File: src/rtl/scv_rominit_loader.sv
// scv_rominit_loader: turns 16-bit ioctl word writes into the byte-serial
// ROMINIT_* stream. Splits the BIOS image into boot/chr/apu regions, routes
// the cart image to the cart region, and reports BIOS_OK and CART_SIZE.
module scv_rominit_loader #(
  parameter int BOOT_SIZE  = 4096,
  parameter int CHR_SIZE   = 1024,
  parameter int APU_SIZE   = 1024,
  parameter int BIOS_INDEX = 0,
  parameter int CART_INDEX = 1
) (
  input  logic        CLK,
  input  logic        RESB,
  input  logic        IOCTL_DOWNLOAD,
  input  logic [7:0]  IOCTL_INDEX,
  input  logic [24:0] IOCTL_ADDR,
  input  logic [15:0] IOCTL_DOUT,
  input  logic        IOCTL_WR,
  output logic        IOCTL_WAIT,
  output logic        ROMINIT_SEL_BOOT,
  output logic        ROMINIT_SEL_CHR,
  output logic        ROMINIT_SEL_APU,
  output logic        ROMINIT_SEL_CART,
  output logic [24:0] ROMINIT_ADDR,
  output logic [7:0]  ROMINIT_DATA,
  output logic        ROMINIT_VALID,
  output logic        ROMINIT_ACTIVE,
  output logic        BIOS_OK,
  output logic [24:0] CART_SIZE
);

  localparam logic [7:0]  BIOS_IDX = 8'(BIOS_INDEX);
  localparam logic [7:0]  CART_IDX = 8'(CART_INDEX);
  localparam logic [24:0] BOOT_END = 25'(BOOT_SIZE);
  localparam logic [24:0] CHR_END  = 25'(BOOT_SIZE + CHR_SIZE);
  localparam logic [24:0] APU_END  = 25'(BOOT_SIZE + CHR_SIZE + APU_SIZE);
  localparam int          TOTAL    = BOOT_SIZE + CHR_SIZE + APU_SIZE;
  localparam int          CNT_W    = $clog2(TOTAL + 1);
  localparam logic [CNT_W-1:0] TOTAL_C = CNT_W'(TOTAL);

  // Select vector order: {cart, apu, chr, boot}
  localparam logic [3:0] SEL_BOOT = 4'b0001;
  localparam logic [3:0] SEL_CHR  = 4'b0010;
  localparam logic [3:0] SEL_APU  = 4'b0100;
  localparam logic [3:0] SEL_CART = 4'b1000;

  typedef enum logic [1:0] {IDLE, EMIT_LO, EMIT_HI} state_t;

  state_t             state_q;
  logic [24:0]        addr_q;
  logic [7:0]         hi_q;
  logic [7:0]         idx_q;
  logic               wait_q;
  logic               active_q;
  logic               valid_q;
  logic [3:0]         sel_q;
  logic [24:0]        raddr_q;
  logic [7:0]         data_q;
  logic               dl_q;
  logic               dl_bios_q;
  logic               eval_q;
  logic [CNT_W-1:0]   cnt_q;
  logic               bios_ok_q;
  logic [24:0]        cart_size_q;

  logic               accept;
  logic               emit_en;
  logic [7:0]         byte_idx;
  logic [24:0]        byte_addr;
  logic [7:0]         byte_data;
  logic [3:0]         byte_sel;
  logic [24:0]        byte_raddr;
  logic               byte_valid;
  logic               dl_rise;
  logic               dl_fall;
  logic               bios_byte;
  logic               cart_hi;
  logic [24:0]        cart_end;

  // Byte currently being emitted (low byte straight from the host, high byte
  // from the latched word) and its region decode.
  always_comb begin
    // NOTE: every signal gets a default first so no path leaves it unassigned
    // and no latch is inferred.
    accept     = (state_q == IDLE) && IOCTL_WR && IOCTL_DOWNLOAD;
    emit_en    = accept || (state_q == EMIT_LO);
    byte_idx   = (state_q == EMIT_LO) ? idx_q : IOCTL_INDEX;
    byte_addr  = (state_q == EMIT_LO) ? (addr_q + 25'd1) : IOCTL_ADDR;
    byte_data  = (state_q == EMIT_LO) ? hi_q : IOCTL_DOUT[7:0];
    byte_sel   = 4'b0000;
    byte_raddr = byte_addr;
    if (byte_idx == BIOS_IDX) begin
      if (byte_addr < BOOT_END) begin
        byte_sel   = SEL_BOOT;
      end else if (byte_addr < CHR_END) begin
        byte_sel   = SEL_CHR;
        byte_raddr = byte_addr - BOOT_END;
      end else if (byte_addr < APU_END) begin
        byte_sel   = SEL_APU;
        byte_raddr = byte_addr - CHR_END;
      end
    end else if (byte_idx == CART_IDX) begin
      byte_sel = SEL_CART;
    end
    byte_valid = emit_en && (byte_sel != 4'b0000);
    bios_byte  = byte_valid && (byte_idx == BIOS_IDX);
    cart_hi    = (state_q == EMIT_LO) && (idx_q == CART_IDX);
    cart_end   = addr_q + 25'd2;
    dl_rise    = IOCTL_DOWNLOAD && !dl_q;
    dl_fall    = !IOCTL_DOWNLOAD && dl_q;
  end

  // Word handshake FSM with registered WAIT/ACTIVE and byte outputs.
  always_ff @(posedge CLK or negedge RESB) begin
    if (!RESB) begin
      state_q  <= IDLE;
      addr_q   <= '0;
      hi_q     <= '0;
      idx_q    <= '0;
      wait_q   <= 1'b0;
      active_q <= 1'b0;
      valid_q  <= 1'b0;
      sel_q    <= '0;
      raddr_q  <= '0;
      data_q   <= '0;
    end else begin
      // NOTE: non-blocking assignments so every register samples the
      // pre-edge values, independent of statement order.
      wait_q   <= emit_en;
      active_q <= emit_en || (IOCTL_DOWNLOAD &&
                  ((IOCTL_INDEX == BIOS_IDX) || (IOCTL_INDEX == CART_IDX)));
      valid_q  <= byte_valid;
      if (emit_en) begin
        sel_q <= byte_sel;
      end
      if (byte_valid) begin
        raddr_q <= byte_raddr;
        data_q  <= byte_data;
      end
      case (state_q)
        IDLE: begin
          if (accept) begin
            addr_q  <= IOCTL_ADDR;
            hi_q    <= IOCTL_DOUT[15:8];
            idx_q   <= IOCTL_INDEX;
            state_q <= EMIT_LO;
          end
        end
        EMIT_LO: state_q <= EMIT_HI;
        EMIT_HI: state_q <= IDLE;
        default: state_q <= IDLE;
      endcase
    end
  end

  // Download status: BIOS byte count / BIOS_OK and cart size tracking.
  always_ff @(posedge CLK or negedge RESB) begin
    if (!RESB) begin
      dl_q        <= 1'b0;
      dl_bios_q   <= 1'b0;
      eval_q      <= 1'b0;
      cnt_q       <= '0;
      bios_ok_q   <= 1'b0;
      cart_size_q <= '0;
    end else begin
      dl_q <= IOCTL_DOWNLOAD;
      if (dl_rise) begin
        dl_bios_q <= (IOCTL_INDEX == BIOS_IDX);
      end

      if (dl_rise && (IOCTL_INDEX == BIOS_IDX)) begin
        cnt_q <= '0;
      end else if (bios_byte && (cnt_q != TOTAL_C)) begin
        cnt_q <= cnt_q + 1'b1;
      end

      // The verdict is deferred until the last latched word has drained.
      if (dl_rise && (IOCTL_INDEX == BIOS_IDX)) begin
        bios_ok_q <= 1'b0;
        eval_q    <= 1'b0;
      end else if (eval_q && (state_q == IDLE)) begin
        bios_ok_q <= (cnt_q == TOTAL_C);
        eval_q    <= 1'b0;
      end else if (dl_fall && dl_bios_q) begin
        eval_q <= 1'b1;
      end

      if (dl_rise && (IOCTL_INDEX == CART_IDX)) begin
        cart_size_q <= '0;
      end else if (cart_hi && (cart_end > cart_size_q)) begin
        cart_size_q <= cart_end;
      end
    end
  end

  assign IOCTL_WAIT       = wait_q;
  assign ROMINIT_SEL_BOOT = sel_q[0];
  assign ROMINIT_SEL_CHR  = sel_q[1];
  assign ROMINIT_SEL_APU  = sel_q[2];
  assign ROMINIT_SEL_CART = sel_q[3];
  assign ROMINIT_ADDR     = raddr_q;
  assign ROMINIT_DATA     = data_q;
  assign ROMINIT_VALID    = valid_q;
  assign ROMINIT_ACTIVE   = active_q;
  assign BIOS_OK          = bios_ok_q;
  assign CART_SIZE        = cart_size_q;

endmodule

File: config.mk
export PLATFORM = sky130hd
export DESIGN_NAME = scv_rominit_loader
export DESIGN_NICKNAME = d
export VERILOG_FILES = /design/src/rtl/scv_rominit_loader.sv
export SDC_FILE = /design/constraint.sdc
export NUM_CORES = 1
export LEC_CHECK = 0
export ABC_AREA = 1
export CAP_MARGIN = 20
export CORE_UTILIZATION = 51
export DETAILED_ROUTE_END_ITERATION = 16
export PLACE_DENSITY = 0.82
export SYNTH_ARGS = -nofsm -noshare
export SYNTH_HDL_FRONTEND = slang
export SYNTH_SLANG_ARGS = --single-unit
File: constraint.sdc
create_clock -name CLK -period 4.35 [get_ports CLK]
set_clock_uncertainty 0.1 [all_clocks]
set_input_delay 0.87 -clock CLK [delete_from_list [all_inputs] [get_ports CLK]]
set_output_delay 0.87 -clock CLK [all_outputs]
set_load 0.05 [all_outputs]
==> flow_metrics.tcl, run 1 <==
set metrics [dict create \
    drt_iter0_drc 496 \
    maxCapViolations 0 \
    rrSetupSlack_ns 0.52 \
    grt_pass1_vias 6630 \
    first_pass_iters 5 \
    worst_pin_slew_ns 0.901 \
    die_height_um 124 \
    antennaDiodeCount 0 \
    die_w_um 124 \
    grt_max_degree 72 \
    syn_area_per_cell_um2 7.43 \
    hold_slack_ns 0.378 \
    wl_um 20000 \
    timing.final.crit_period_ns 3.83 \
    antenna_found_initial 0 \
    crit_path_max_fanout 13 \
    synth_top_area_share_pct 41.1 \
    setup_ws_ns 0.519 \
    grt_pass1_wl_um 32500 \
    start_util_pct 52.4 \
    start_kind "flop" \
    crit_path_end_kind "flop" \
    drive_gt1_share_pct 7.91 \
    status "completed" \
    critical_path_class "flop to flop" \
    reg2reg_to "CART_SIZE[1]" \
    ys.flop_type "dfrtp_1" \
    ys_seq_area_share_pct 41.1 \
    die_area_um2 15400 \
    yosys.area.top_type "dfrtp_1" \
    grt_remaining_overflow 0 \
    slew_headroom_pct 39.9 \
    final_core_util_pct 65.7 \
    avgViaCountPerCell 5.23 \
    worstPathRequired_ns 4.58 \
    num_rows 44 \
    root_buffer "clkbuf_16" \
    syn_area_um2 7610 \
    leakage_nw 4.56 \
    cts_num_sinks 125 \
    reg2regPathDepth 19 \
    multiInputGateArea_um2 3770 \
    vias 6981 \
    whs_path_depth 2 \
    worstHoldPathType "flop to flop" \
    fill_cells 1248 \
    min_to "ROMINIT_ADDR[16]" \
    yosysWarnings 0 \
    grt_use_total_pct 27.8 \
    io_buffers 118 \
    cts_max_path_buffers 2 \
    drc 0 \
    area_growth_pct 25.5 \
    synth_area_leaders "dfrtp_1 41%, nand2_1 16%, inv_1 6.3%" \
    netlist_instances 1024 \
    hold_buffers 0 \
    ctsResizeCount 0 \
    gp_congestion 0.915 \
    cp.arrival_ns 4.06 \
    drv_slew 0 \
    finalHoldViolations 0 \
    hold_start "ROMINIT_ADDR[16]" \
    setup-tns-final_ns 0 \
    pin_count 119 \
    synth_seq_cells 125 \
    post-route-period-util_pct 88.1 \
    max_freq_mhz 261 \
    cts_max_level 4 \
    vdd_drop_max_v 0.000314 \
    p_per_area_nw_per_um2 427 \
    cts_buffers 17 \
    cts_setup_buffers 0 \
    synth_edf_count 0 \
    post_drt_wl_per_cell_um 15.0 \
    clk-insertion-delay-late_ns 0.43 \
    final_common_cell "nand2_1" \
    syn-num-nets 1109 \
    core_um2 14500 \
    final_cell_mix "318 x nand2_1, 128 x inv_1, 125 x dfrtp_1, 117 x clkdlybuf4s50_1" \
    rr_startpoint "addr_q[3]" \
    path_clk_slew_ns 0.06 \
    synth_cell_type_count 45 \
    async_flop_share_pct 100 \
    setup_violations 0 \
    postRouteAntennaNets 0 \
    dp_slack_ns 0.624 \
    final_nets 1223 \
    dp_hpwl_um 14700 \
    seq_area_um2 3130 \
    cts_tree "yes" \
    rsz0062_at_grt "no" \
]
-- cell usage after synthesis (2+ instances only) --
| cell | count |
|---|---|
| inv_1 | 128 |
| nand3b_1 | 3 |
| xnor2_1 | 2 |
| a21oi_1 | 19 |
| buf_6 | 4 |
| nor2_1 | 71 |
| nand2_4 | 2 |
| clkinv_1 | 3 |
| or2_2 | 2 |
| inv_2 | 8 |
| dfrtp_1 | 125 |
| nor4_1 | 9 |
| o21ai_0 | 71 |
| nand2_2 | 10 |
| clkbuf_1 | 22 |
| nand3_1 | 58 |
| mux2i_1 | 10 |
| nand2_1 | 318 |
| ha_1 | 32 |
| o21ai_2 | 9 |
| nand4_1 | 12 |
| o21ai_1 | 18 |
| nor3_1 | 15 |
| nor2_2 | 8 |
| buf_2 | 4 |
| a211oi_1 | 2 |
| nor2_4 | 8 |
| buf_4 | 2 |
| xor2_1 | 33 |
-- flip-flops by register name, summed over array words and instances, names as in the netlist, 2 cells and up --
register      count
CART_SIZE        25
ROMINIT_ADDR     25
ROMINIT_DATA      8
addr_q           25
cnt_q            13
hi_q              8
idx_q             8
sel_q             4
state_q           2
-- metal layers --
metal  vias to the layer above  wire length (µm)  global-route usage, %
met5                         -                 0                      0
met4                         0               492                   10.7
met3                        41              1250                   6.96
met2                       245              9400                   45.3
met1                      3218              8830                   35.3
li1                       3477                 -                      -
-- cell type report --
cell class	count	share of cell area (%)
inverter	140	5.53
clock buffer	22	4.96
timing repair buffer	129	13.2
clock inverter	9	1.65
tap	184	2.41
multi-input combinational	725	39.5
sequential	125	32.7
-- power breakdown --
part	switching (mW)	leakage [nW]	internal (mW)
sequential	0.148	1.65	1.31
clock	0.524	0.303	1.00
combinational	0.698	2.60	0.397
total	1.37	4.56	2.71
-- worst max-delay path by stage --
| stage | start | to | cells after the start |
|---|---|---|---|
| after global placement | addr_q[3] | CART_SIZE[2] | 19 |
| after detailed placement | addr_q[3] | CART_SIZE[0] | 19 |
| final | addr_q[3] | CART_SIZE[1] | 19 |
| after global routing | addr_q[2] | CART_SIZE[20] | 18 |
| after floorplan | addr_q[3] | CART_SIZE[10] | 21 |
| after CTS | addr_q[3] | CART_SIZE[1] | 19 |
-- worst max-delay path, cell delays in order, from the launching register on --
cell and delay [ns]:
dfrtp_1 0.46, nand2_1 0.11, nor2_1 0.18, nand2_1 0.16
nor2_1 0.35, nand3_1 0.18, nor2_1 0.14, xor2_1 0.18
inv_1 0.06, ha_1 0.31, a21oi_1 0.17, o21a_1 0.16
o221ai_1 0.10, nand2_1 0.07, nand3_1 0.09, nand3_1 0.07
and2_1 0.38, buf_4 0.28, nand2_1 0.07, o21ai_0 0.10
-- stage by stage --
step           power (mW)  cell area, µm²  instances
3_5_place_dp         2.56            8920       1303
2_1_floorplan        2.17            7610       1024
3_3_place_gp         2.53            8920       1303
5_1_grt              4.29            9550       1334
4_1_cts              4.09            9550       1334
6_report             4.08            9550       1334
-- cell families (layout without fill, tap and decap cells) --
kind of cell	Yosys count	in the layout	synth area share, %
simple gates	520	520	29.8
xor+xnor	35	35	4.03
flops	125	125	41.1
compound gates	128	128	9.24
buf+inv	174	300	9.32
fa+ha+maj	32	32	5.26
mux	10	10	1.31
No activity file was read; power rests on OpenSTA's default activity.
==> run 2: changes to the inputs <==
--- a/config.mk
+++ b/config.mk
@@ -6,9 +6,10 @@
 export NUM_CORES = 1
 export LEC_CHECK = 0
 export ABC_AREA = 1
-export CAP_MARGIN = 20
+export CAP_MARGIN = 25
 export CORE_UTILIZATION = 51
 export DETAILED_ROUTE_END_ITERATION = 16
+export HOLD_SLACK_MARGIN = 0.08
 export PLACE_DENSITY = 0.82
 export SYNTH_ARGS = -nofsm -noshare
 export SYNTH_HDL_FRONTEND = slang
==> results of run 2 <==
Final layout, timing and power as in run 1 (identical DEF).
==> run 3: changes to the inputs <==
--- a/config.mk
+++ b/config.mk
@@ -5,12 +5,12 @@
 export SDC_FILE = /design/constraint.sdc
 export NUM_CORES = 1
 export LEC_CHECK = 0
-export ABC_AREA = 1
+export ABC_AREA = 0
 export CAP_MARGIN = 25
 export CORE_UTILIZATION = 51
 export DETAILED_ROUTE_END_ITERATION = 16
 export HOLD_SLACK_MARGIN = 0.08
-export PLACE_DENSITY = 0.82
+export PLACE_DENSITY = 0.83
 export SYNTH_ARGS = -nofsm -noshare
 export SYNTH_HDL_FRONTEND = slang
 export SYNTH_SLANG_ARGS = --single-unit
==> run 3 against run 2 <==
Cell area fell by 4.8%. Non-clock buffer count rose by 2. Core utilization rose by 2.1 points. Critical path depth fell by 5. Routed wire length fell by 9.9%. Critical endpoint is now CART_SIZE[13].
==> flow_metrics.tcl, run 3 <==
set metrics [dict create \
    rrSetupSlack_ns 0.44 \
    area_growth_pct 27.9 \
    antennaDiodeCount 0 \
    synth_top_area_share_pct 44.0 \
    synth_area_leaders "dfrtp_1 44%, ha_1 5.6%, mux2_2 5.2%" \
    final_common_cell "dfrtp_1" \
    maxCapViolations 0 \
    synthXorXnorAreaFrac_pct 3.82 \
    pwr-share-comb_pct 25.3 \
    grt_max_degree 73 \
    swShare_pct 32.4 \
    synth_edf_count 0 \
    synth-compound-area-share_pct 13.0 \
    leakage_nw 4.03 \
    power_switching_mw 1.28 \
    cts_setup_buffers 0 \
    fill_cells 1035 \
    cp.arrival_ns 4.11 \
    grt_use_total_pct 26.1 \
    yosys.area.top_type "dfrtp_1" \
    grt_remaining_overflow 0 \
    hold_buffers 0 \
    root_buffer "clkbuf_16" \
    cts_tree "yes" \
    vias 6010 \
    pwr-share-clk_pct 37.3 \
    ctsResizeCount 0 \
    path_cells "nand4_4 > or2_2 > nor2_1 > nand2_1 > xnor2_1 > ha_1 > a21o_1 > a21o_1 > a21o_1 > a211o_1 > o311a_1 > buf_4 > mux2i_1 > nor2_1" \
    status "completed" \
    hold_start "dl_bios_q" \
    post-route-period-util_pct 89.9 \
    drc 0 \
    num_rows 42 \
    timing.final.crit_period_ns 3.91 \
    synth_seq_cells 125 \
    setup-tns-final_ns 0 \
    setup_violations 0 \
    cts_num_sinks 125 \
    p_per_area_nw_per_um2 435 \
    yosysWarnings 0 \
    drt_iter0_drc 356 \
    worstPathRequired_ns 4.54 \
    yosys.area_share.simple_pct 18.4 \
    ys.flop_type "dfrtp_1" \
    die_area_um2 14400 \
    vdd_drop_max_v 0.000358 \
    pin_count 119 \
    drv_slew 0 \
    final_cell_mix "125 x dfrtp_1, 117 x clkdlybuf4s50_1, 79 x nor2_1, 68 x nand2_1, 45 x inv_1" \
    crit_start "addr_q[8]" \
    syn-num-nets 833 \
    seq_area_um2 3130 \
    synth_top_family_by_area "simple AND/OR/NAND/NOR gates" \
    reg2regPathDepth 14 \
    first_pass_iters 6 \
    post_drt_wl_per_cell_um 17.2 \
    rr_startpoint "addr_q[8]" \
    yosys-top-cells-count "125 x dfrtp_1, 79 x nor2_1, 68 x nand2_1" \
    rsz0062_at_grt "no" \
    wl_um 18000 \
    clk-insertion-delay-late_ns 0.42 \
    slowest_stage "dfrtp_1" \
    worst_pin_slew_ns 0.849 \
    critical_path_class "flop to flop" \
    synth_fa_ha_area_share_pct 5.63 \
    synthMuxAreaShare_pct 10.4 \
    die_w_um 120 \
    crit_path_end_kind "flop" \
    max_freq_mhz 256 \
    start_util_pct 53.1 \
    cts_max_path_buffers 2 \
    postRouteAntennaNets 0 \
    ys_seq_area_share_pct 44.0 \
    worstHoldPathType "flop to flop" \
    p_int_mw 2.68 \
    netlist_instances 748 \
    slew_headroom_pct 42.8 \
    syn_area_um2 7110 \
    avgViaCountPerCell 5.74 \
    grt_pass1_wl_um 29000 \
    cts_max_level 4 \
    finalHoldViolations 0 \
    synth_most_common_cell "dfrtp_1" \
    die_height_um 120 \
    drive_gt1_share_pct 10.6 \
    path_clk_slew_ns 0.05 \
    seqPwrFrac_pct 37.3 \
    core_um2 13400 \
    crit_end "CART_SIZE[13]" \
    syn_area_per_cell_um2 9.51 \
    start_kind "flop" \
    async_flop_share_pct 100 \
    final_core_util_pct 67.9 \
    synth_cell_type_count 57 \
    reg2reg_to "CART_SIZE[13]" \
    final_nets 943 \
    gp_congestion 0.908 \
    multiInputGateArea_um2 3670 \
    antenna_found_initial 0 \
    dp_hpwl_um 12800 \
    grt_pass1_vias 5781 \
    io_buffers 118 \
    crit_path_max_fanout 14 \
    path_common_cell "a21o_1" \
    critPathMaxStageDelay_ns 0.54 \
    cts_buffers 17 \
]
## run 3: area by class of cell
type / instances / area share [%]
Clock buffer: 23 / 5.36
Clock inverter: 9 / 1.47
Inverter: 45 / 1.86
Multi-Input combinational cell: 538 / 40.3
Sequential cell: 125 / 34.4
Tap cell: 176 / 2.42
Timing Repair Buffer: 131 / 14.2
## run 3: worst min-delay path by stage
stage	cells after the start	endpoint	slack, ns
after CTS	2	dl_bios_q	0.38
after global placement	2	dl_bios_q	0.36
after floorplan	2	dl_bios_q	0.35
after global routing	2	ROMINIT_ADDR[5]	0.42
after detailed placement	2	dl_bios_q	0.37
final	2	dl_bios_q	0.38
## run 3: per-layer routing
layer | share of wire [%] | global-route usage, %
met5 | 0 | 0
met4 | 1.6 | 10.0
met3 | 5.8 | 6.23
met2 | 50 | 42.8
met1 | 43 | 33.4
## run 3: power groups by stage
| stage | registers, mW | logic (mW) | clock network [mW] |
|---|---|---|---|
| floorplan | 1.68 | 0.450 | 0 |
| global placement | 1.49 | 0.980 | 0 |
| detailed placement | 1.49 | 0.998 | 0 |
| CTS | 1.48 | 1.01 | 1.49 |
| global route | 1.50 | 1.08 | 1.55 |
| finish | 1.48 | 1.00 | 1.48 |
## run 3: kinds of logic after synthesis
| logic type | Yosys count |
|---|---|
| flops | 125 |
| simple gates | 264 |
| buf+inv | 85 |
| mux | 70 |
| fa+ha+maj | 32 |
| xor+xnor | 31 |
| compound gates | 141 |
## run 3: worst max-delay path: cells and delay by family, from the launching register on
kind	cells	cell delay, ns
AOI/OAI and AO/OA	5	1.17
and+or+nand+nor	5	1.09
DFF	1	0.54
adders and majority gates	1	0.27
buffers and inverters	1	0.22
muxes	1	0.21
xor gates and xnor gates	1	0.19
## run 3: stage by stage
| stage | power (mW) | worst slack [ns] | hold slack [ns] | cells | cell area, µm² |
|---|---|---|---|---|---|
| floorplan | 2.13 | 0.344 | 0.347 | 748 | 7110 |
| global placement | 2.47 | 0.590 | 0.359 | 1015 | 8470 |
| detailed placement | 2.49 | 0.504 | 0.368 | 1015 | 8470 |
| CTS | 3.97 | 0.432 | 0.378 | 1047 | 9100 |
| global route | 4.13 | 0.156 | 0.417 | 1047 | 9100 |
| finish | 3.96 | 0.437 | 0.377 | 1047 | 9100 |
